## config.mk

```make
export PLATFORM = sky130hd
export DESIGN_NAME = bcd_countdown
export DESIGN_NICKNAME = d
export VERILOG_FILES = /design/src/rtl/bcd_countdown.sv
export SDC_FILE = /design/constraint.sdc
export NUM_CORES = 1
export LEC_CHECK = 0
export ABC_CLOCK_PERIOD_IN_PS = 3860
export CAP_MARGIN = 20
export CORE_UTILIZATION = 30
export DETAILED_ROUTE_END_ITERATION = 10
export GPL_TIMING_DRIVEN = 0
export PLACE_DENSITY = 0.55
export SYNTH_ARGS = -nofsm -noshare
export SYNTH_HDL_FRONTEND = slang
export SYNTH_SLANG_ARGS = --single-unit
```

## constraint.sdc

```tcl
create_clock -name clk -period 3.86 [get_ports clk]
set_input_delay 0.386 -clock clk [delete_from_list [all_inputs] [get_ports clk]]
set_output_delay 0.386 -clock clk [all_outputs]
set_load 0.005 [all_outputs]
```

## src/rtl/bcd_countdown.sv

```systemverilog
// Registered packed-BCD down counter with IDLE/RUN run control, load validation
// and one-cycle expired / load_err pulses.
module bcd_countdown #(
   parameter int DIGITS = 3,
   parameter bit WRAP   = 1'b0
) (
   input  logic                  clk,
   input  logic                  rst,
   input  logic                  load,
   input  logic [4*DIGITS-1:0]   load_val,
   input  logic                  start,
   input  logic                  stop,
   input  logic                  tick,
   output logic [4*DIGITS-1:0]   count,
   output logic                  zero,
   output logic                  running,
   output logic                  expired,
   output logic                  load_err
);

   localparam int W = 4 * DIGITS;
   localparam logic [W-1:0] ONE = {{(W-1){1'b0}}, 1'b1};

   typedef enum logic {
      IDLE = 1'b0,
      RUN  = 1'b1
   } state_t;

   state_t         state_q, state_d;
   logic [W-1:0]   count_q, count_d;
   logic           running_q, running_d;
   logic           expired_q, expired_d;
   logic           load_err_q, load_err_d;

   logic [DIGITS-1:0] digit_ok;
   logic [DIGITS-1:0] borrow;
   logic [W-1:0]      dec_val;
   logic              load_ok;
   logic              count_zero;

   assign borrow[0] = 1'b1;

   // Per-digit decrement: a digit only changes when every lower digit was 0.
   for (genvar gi = 0; gi < DIGITS; gi++) begin : g_digit
      logic [3:0] cur;
      assign cur          = count_q[4*gi +: 4];
      assign digit_ok[gi] = (load_val[4*gi +: 4] <= 4'd9);
      assign dec_val[4*gi +: 4] = !borrow[gi]   ? cur :
                                  (cur == 4'd0) ? 4'd9 : cur - 4'd1;
      if (gi < DIGITS - 1) begin : g_borrow
         assign borrow[gi+1] = borrow[gi] && (cur == 4'd0);
      end
   end

   assign load_ok    = &digit_ok;
   assign count_zero = (count_q == '0);

   always_comb begin
      state_d    = state_q;
      count_d    = count_q;
      expired_d  = 1'b0;
      load_err_d = 1'b0;

      if (load) begin
         if (load_ok) begin
            count_d = load_val;
            state_d = IDLE;
         end else begin
            load_err_d = 1'b1;
         end
      end else if (stop) begin
         state_d = IDLE;
      end else begin
         case (state_q)
            IDLE: begin
               if (start && (!count_zero || WRAP)) begin
                  state_d = RUN;
               end
            end
            RUN: begin
               if (tick) begin
                  // Decrementing zero borrows through every digit, giving all-9s.
                  if (!count_zero || WRAP) begin
                     count_d = dec_val;
                  end
                  if (count_q == ONE) begin
                     expired_d = 1'b1;
                     if (!WRAP) begin
                        state_d = IDLE;
                     end
                  end
               end
            end
            default: state_d = IDLE;
         endcase
      end

      running_d = (state_d == RUN);
   end

   always_ff @(posedge clk) begin
      if (rst) begin
         state_q    <= IDLE;
         count_q    <= '0;
         running_q  <= 1'b0;
         expired_q  <= 1'b0;
         load_err_q <= 1'b0;
      end else begin
         state_q    <= state_d;
         count_q    <= count_d;
         running_q  <= running_d;
         expired_q  <= expired_d;
         load_err_q <= load_err_d;
      end
   end

   assign count    = count_q;
   assign zero     = count_zero;
   assign running  = running_q;
   assign expired  = expired_q;
   assign load_err = load_err_q;

endmodule

```

After elaboration in Yosys (flattened, before gate mapping) --
Index checks and enable logic that the tools add are counted.
Word-level totals: flip-flop bits (word level) 15, input bits 18, output and inout port bits 16, logic and storage cells 56
Operators by class: add/sub/neg operators 3, $lt $le $gt $ge 3, equal/unequal tests 4, mux-type cells 20, bitwise logic cells 3, reductions and logical operators 17
Operators by type and width (number):
- 12-bit 2-to-1 mux | 6
- 4-bit 2-to-1 mux | 5
- 12-bit by 1-bit equality test with 1-bit output (second input constant) | 1
- 4-bit <= comparator (second input constant) | 3
- 12-bit logical NOT | 1
- 4-bit logical NOT | 3
- 6-bit AND reduction | 2
- 4-bit by 1-bit subtractor with 4-bit output (second input constant) | 3
- 1-bit 2-to-1 mux | 8
- 2-bit nonzero test | 4
- 5-bit AND reduction | 1
- 5-bit OR reduction | 1
- 2-bit != test (second input constant) | 2
- 1-bit NOT | 3
- 3-bit AND reduction | 1
- 1-bit logical AND | 2
- 2-bit by 1-bit != test with 1-bit output (second input constant) | 1
- 1-bit case mux with 2 select lines | 1
- 2-bit OR reduction | 1
- 1-bit logical NOT | 1

Depth between registers and ports, before layout --
Gate-level depths: netlist (run 1).
depth after elaboration 8, gate-level depth with buffers 5

Least setup slack after synthesis (run 1) --
OpenSTA, ideal clock, no wires.
kind reg2reg, start point reg count_q[8] (netlist: count[8]), end point reg count_q[3] (netlist: count[3]), arrival time 1.562 ns, setup slack 2.166 ns, stages on the path, launching flop included 6, period minus slack after synthesis 1.694 ns, cells stage by stage dfxtp_1 -> or4_4 -> buf_6 -> o31ai_4 -> and2_1 -> o32ai_1
Between the ends: cells in the longest elaborated chain, start to end 3
Ends and longest elaborated chain:
- from (decl) | RTL line 30 | logic [W-1:0] count_q, count_d;
- from (signal assigned) | RTL line 110 | count_q <= count_d;
- 12-bit logical NOT | RTL line 56 | assign count_zero = (count_q == '0);
- 2-bit != test (no line)
- 5-bit AND reduction (no line)
Every way passes these cells. A chain may end at the register's enable or synchronous reset.

Worst setup path after layout (run 1) --
start point reg count_q[7] (netlist: count[7]), end point out zero
Between the ends: cells in the longest elaborated chain, start to end 1
Ends and longest elaborated chain:
- 12-bit logical NOT | RTL line 56
- to (decl) | RTL line 15 | output logic zero,
Every way passes these cells.

==> results.md, run 1 <==
- Ys flop type: dfxtp_1
- Hold path depth: 2
- Crit-path slowest cell: or4_1
- H-tree depth: 1
- Fmax: roughly 380 MHz
- Dpl hpwl: 2200 um
- Multi-input logic area: roughly 660 um^2
- DIE WIDTH: 60.6 um
- Buffers & Inverters on Critical Path: 1
- DR DRC count: 0
- Avg WL per Cell: 14.4 um
- Die Area: 0.00367 mm^2
- Worst r2r src: count[7]
- Ys async rst share: 0%
- Top cell type's share of synthesized area: between 20% and 30%
- Critical path class: register to primary output
- First-pass GRT wire length: roughly 4900 um
- Largest net degree at the start of global routing: 11
- Number of synthesized flops with an enable pin: 0
- GRT overflow: 0
- Status: complete, no violations
- Min Clock Period, post-route: 2.62 ns
- Max Cap Viol: 0
- Worst-Skew Late Latency: ~0.30 ns
- Layout Cells excl Fill: ~210
- PortBufs: 32
- Overall routed net length: roughly 3000 um
- Clock Tree Buf Depth: 2
- Routability cong.: between 0.7 and 0.8
- Slew Limit Fails: 0
- Iter 0 DRT Violations: 75
- Largest family of logic cells by synthesized area: compound AO/OA/AOI/OAI gates
- TritonCTS Buffers: 3
- CTS tree: yes
- Setup tns final: 0 ns
- Hold Slack: ~0.53 ns
- Synth Area in Simple Gates: just under 30%
- Cell Chain, Critical Path: or4_1, nor3_1, clkdlybuf4s50_1
- FP Rows: 20
- Initial Util: ~33%
- # placed instances: 204
- Via count: between 1k and 1.5k
- Cells on worst reg2reg path: 4
- Final net count: between 150 and 200
- Via density: about 5.5
- Final hold violations: 0
- Post-CTS sizing: 0
- Slowest cell delay on critical path: 0.69 ns
- Crit path max-delay family: simple AND/OR/NAND/NOR gates
- Crit share post-route: between 60 and 70%
- Vias in the first global route: roughly 1.0k
- Sequential share of the synthesized area: between 20% and 30%
- Hold Path Sink: count[10]
- Syn Nets: around 150
- Initial antenna violation count: 0
- CORE AREA: ~0.0032 mm^2
- # clock sinks: 15
- Synthesized instance count: between 100 and 150
- Area Growth Syn to Fin: 39.1%
- Post-synthesis mux area share: 0.972%
- Worst Clk Skew: between 0.01 and 0.015 ns
- Hold Buf Count CTS: 0
- Post-CTS setup buffers: 0
- Leakage power: 0.000506 uW
- Tot GR Track Use: 17.9%
- Hold_sp: count[10]
- Ys Warns: 0
- Critical path startpoint: count[7]
- IO Count: 34
- Placed cell areas: around 0.0014 mm^2
- Design Area, Final: about 0.0014 mm^2
- Xor and xnor area share after synthesis: 0%
- Final setup fails: 0
- Clock slew at reported path FFs: ~0.10 ns
- Peak VDD IR: around 0.13 mV
- Data required time of the critical path: approximately 3.5 ns
- Synth unique cells: 39
- Worst hold path class: register to register
- Synth area leader: dfxtp_1
- Setup crit start kind: register
- Antenna diodes: 0
- Slew headroom: between 60 and 70%
- RSZ-0062 raised after global routing: false
- CP endpoint kind: primary output
- Worst R2R Setup Slack: around 2.0 ns
- Worst-Margin Slew: roughly 0.53 ns
- Compound-cell area share of the yosys netlist: between 30% and 40%
- PD cells: 263 mW/mm^2
- Syn_area_per_cell: around 8 um^2
- Top cells by area, synth: dfxtp_1 29%, a221o_1 5.8%, a21oi_1 5.3%
- Ratio of cells with drive above 1 in the final layout: a little under a tenth
- Mapped cell area: slightly above 0.001 mm^2
- Fillers: between 300 and 400
- Die height: about 60 um
- DR pass1 iterations: 4
- Flops & latches, synth: 15
- Max FO, Critical Path: 6
- Post-route ant nets: 0
- Synth Area in Adders: 0%
- Worst R2R End: count[3]
- Worst EP arrival: 2.23 ns
- Register Area: 300 um^2
- CTS Root Cell: clkbuf_4
==> placed cells by master (no fill, tap or decap), types with 5 or more instances in the layout <==
master           netlist  final
clkdlybuf4s50_1        0     32
dfxtp_1               15     15
a21oi_1               11     11
inv_1                  9      9
nand3_1                8      8
nor2_1                 7      7
clkbuf_1               6      6
a211oi_1               6      6
a221o_1                6      6
and2_1                 5      5
==> synth_stat cells (4+ instances only) <==
master and instances:
dfxtp_1 15, a21oi_1 11, inv_1 9, nand3_1 8, nor2_1 7, a211oi_1 6
a221o_1 6, clkbuf_1 6, and2_1 5, nor3_1 4, o21a_1 4, o21ai_0 4
==> sequential cells by signal (all words and copies together) (netlist names) <==
| register | flops |
|---|---|
| expired | 1 |
| running | 1 |
| count | 12 |
| load_err | 1 |
==> per-layer routing <==
metal	part of all wire (%)	wire length [um]	global-route usage (%)	vias to the layer above
met5	0	0	0	-
met2	47	1410	30.3	33
met1	48	1420	23.3	544
met3	3.9	117	2.56	5
li1	-	-	-	567
met4	1.2	35	5.84	0
==> worst reg2reg max path, cell delays in order (launching register included) <==
cell,delay (ns)
dfxtp_1,0.38
or4_1,0.69
o31ai_4,0.37
and2_1,0.21
o32ai_1,0.09
==> area by class of cell <==
class	instances	area share (%)
Sequential cell	15	21.0
Multi-Input combinational cell	96	45.9
Timing Repair Buffer	32	22.4
Inverter	9	2.36
Tap cell	44	3.84
Clock buffer	3	1.57
Buffer	8	2.62
Clock inverter	1	0.349
==> per-stage QoR <==
step,util [%],setup slack [ns],power [uW]
final,45.4,1.24,376
after global routing,45.4,1.16,399
after CTS,45.4,1.23,379
after detailed placement,44.6,1.53,284
after global placement,44.6,1.56,283
after floorplan,-,2.17,233
==> cells by family after synthesis <==
group | after synthesis
AOI/OAI and AO/OA | 47
buffers and inverters | 17
DFF | 15
muxes | 1
and+or+nand+nor | 48
==> worst max-delay path by stage <==
stage	to	depth (start not counted)	slack [ns]
after floorplan	count[3]	5	2.17
final	zero	3	1.24
after global placement	count[3]	6	1.56
after global routing	zero	3	1.16
after detailed placement	count[6]	6	1.53
after CTS	zero	4	1.23
==> where the power goes <==
part	switching, uW	leakage (uW)	internal [uW]
Sequential	10.4	0.000122	161
Clock	56.7	0.0000177	38.6
Combinational	50.3	0.000366	59.0
Total	117	0.000506	259
Note: power is estimated with default switching activity, not from simulation.
==> run 2: changes to the inputs <==
ABC_CLOCK_PERIOD_IN_PS = 2300   (was 3860)
PLACE_DENSITY = 0.57   (was 0.55)
clock period = 2.3 ns   (was 3.86 ns; I/O delays follow)
==> run 2 against run 1 <==
Compared with the run above: cell count stayed put; largest power group unchanged; critical path type unchanged; worst setup slack worse by 0.98 ns; critical endpoint unchanged; first-iteration DRC count is 51% lower; sequential share of layout area hardly changed; highest routed layer unchanged; largest cell class unchanged; combinational power is 69% higher.
==> results.md, run 2 (synthesized netlist as in run 1, its figures left out) <==
- Status: complete, no violations
- DIE WIDTH: approximately 61 um
- Peak VDD IR: about 0.18 mV
- Worst R2R End: count[8]
- Highest routed metal layer: met4
- PortBufs: 32
- Min Clock Period, post-route: around 2 ns
- CORE AREA: 0.00315 mm^2
- Post-CTS setup buffers: 0
- FP Rows: 20
- Met1 wire length: 1390 um
- Worst EP arrival: approximately 1.8 ns
- Most common cell after layout, fill and taps aside: clkdlybuf4s50_1
- CP endpoint kind: primary output
- Placed cell areas: 0.00141 mm^2
- Setup crit start kind: register
- First-pass GRT wire length: ~4800 um
- Crit share post-route: between 80% and 90%
- Worst r2r src: count[7]
- Post-route ant nets: 0
- Max Cap Viol: 0
- Most frequent cells in the layout: 31 x clkdlybuf4s50_1, 14 x dfxtp_1, 11 x a21oi_1
- Tot GR Track Use: between 10% and 20%
- Final hold violations: 0
- Iter 0 DRT Violations: 37
- Slew Limit Fails: 0
- Core Util, Final: a little under half
- Data required time of the critical path: between 2 and 2.5 ns
- Final setup fails: 0
- Crit-path slowest cell: or4_4
- GRT overflow: 0
- # placed instances: around 200
- Fmax: around 500 MHz
- Die height: about 61 um
- Max FO, Critical Path: 6
- H-tree depth: 1
- RSZ-0062 raised after global routing: false
- Initial Util: between 30% and 40%
- Avg WL per Cell: 14.0 um
- Detailed-routed wire length on met3: 149 um
- Worst-Skew Late Latency: approximately 0.30 ns
- Dpl hpwl: between 2000 and 2500 um
- Cells on worst reg2reg path: 4
- Via density: approximately 5.3
- Clock slew at reported path FFs: ~0.11 ns
- Worst-Margin Slew: between 0.4 and 0.5 ns
- Overall routed net length: approximately 2900 um
- DR DRC count: 0
- IO Count: 34
- DR pass1 iterations: 4
- Initial antenna violation count: 0
- Area Growth Syn to Fin: 40.0%
- Ratio of cells with drive above 1 in the final layout: between 10% and 20%
- Setup tns final: 0 ns
- CP endpoint: zero
- Worst hold path class: primary input to register
- Routability cong.: 0.824
- Cell Chain, Critical Path: or4_4, buf_6, nor3_2, dlygate4sd2_1
- PD cells: around 440 mW/mm^2
- Clock Tree Buf Depth: 2
- CTS tree: yes
- Antenna diodes: 0
- DR WL met2: 1330 um
- Design Area, Final: 0.00144 mm^2
- TritonCTS Buffers: 3
- Critical path startpoint: count[11]
- Worst R2R Setup Slack: 0.41 ns
- Final net count: approximately 180
- Crit path max-delay family: simple AND/OR/NAND/NOR gates
- Worst path depth: 4
- Critical path class: register to primary output
- Total Power: about 630 uW
- Via count: approximately 1.1k
- Slew headroom: between 60 and 70%
- # clock sinks: 15
- Slowest cell delay on critical path: about 0.54 ns
- Leakage power: about 0.00051 uW
- Max reg flops: 12
- Largest net degree at the start of global routing: 11
- Worst Clk Skew: around 0.017 ns
- Vias in the first global route: about 1.1k
- Die Area: roughly 0.0037 mm^2
- Layout Cells excl Fill: ~210
- Buffers & Inverters on Critical Path: 2
- CTS Root Cell: clkbuf_4
## run 2: changes by cell type in the layout (fill, tap and decap cells not counted)
cell             previous run  this run
nor3_1                      4         3
nor3_2                      0         1
dfxtp_1                    15        14
or4_1                       1         0
dlygate4sd2_1               0         1
or4_4                       2         3
dfxtp_2                     0         1
clkdlybuf4s50_1            32        31
## run 2: where the power goes
part / total [uW] / switching (uW) / internal, uW
logic: 184 / 84.7 / 99.0
clock network: 158 / 93.6 / 64.8
registers: 288 / 17.4 / 271
total: 630 / 196 / 434
## run 2: metrics by stage
step,worst slack [ns],hold WS (ns)
after floorplan,0.606,0.429
after global placement,0.173,0.517
after detailed placement,0.165,0.527
after CTS,0.265,0.442
after global routing,0.207,0.511
final,0.265,0.435
## run 2: area by class of cell
cell class                      instances  area [um^2]
Fill cell                             340         1710
Clock buffer                            3         22.5
Tap cell                               44         55.1
Inverter                                9         33.8
Timing Repair Buffer                   32          319
Buffer                                  8         37.5
Multi-Input combinational cell         96          667
Sequential cell                        15          302
Clock inverter                          1         5.00
## run 2: layer usage
layer	up-vias	track usage [%]
met5	-	0
met4	0	5.84
met3	5	2.56
met2	27	28.9
met1	509	23.2
li1	559	-
## run 2: worst min-delay path by stage
stage	startpoint	end	slack (ns)	cells after the start
2_1_floorplan	stop	expired	0.43	1
4_1_cts	rst	count[7]	0.44	3
5_1_grt	rst	count[7]	0.51	3
3_5_place_dp	count[3]	count[3]	0.53	2
6_report	rst	count[7]	0.44	3
3_3_place_gp	count[10]	count[10]	0.52	2
## run 2: timing repair
item                                    in CTS  in global routing
gates resized for setup                      4                  0
hold buffers                                 0                  0
endpoints found under the setup margin       1                  0
## run 2: worst reg2reg max path: cells and delay by family (launching register included)
kind	cells	cell delay (ns)
flops	1	0.38
simple gates	3	1.29
compound gates	1	0.16
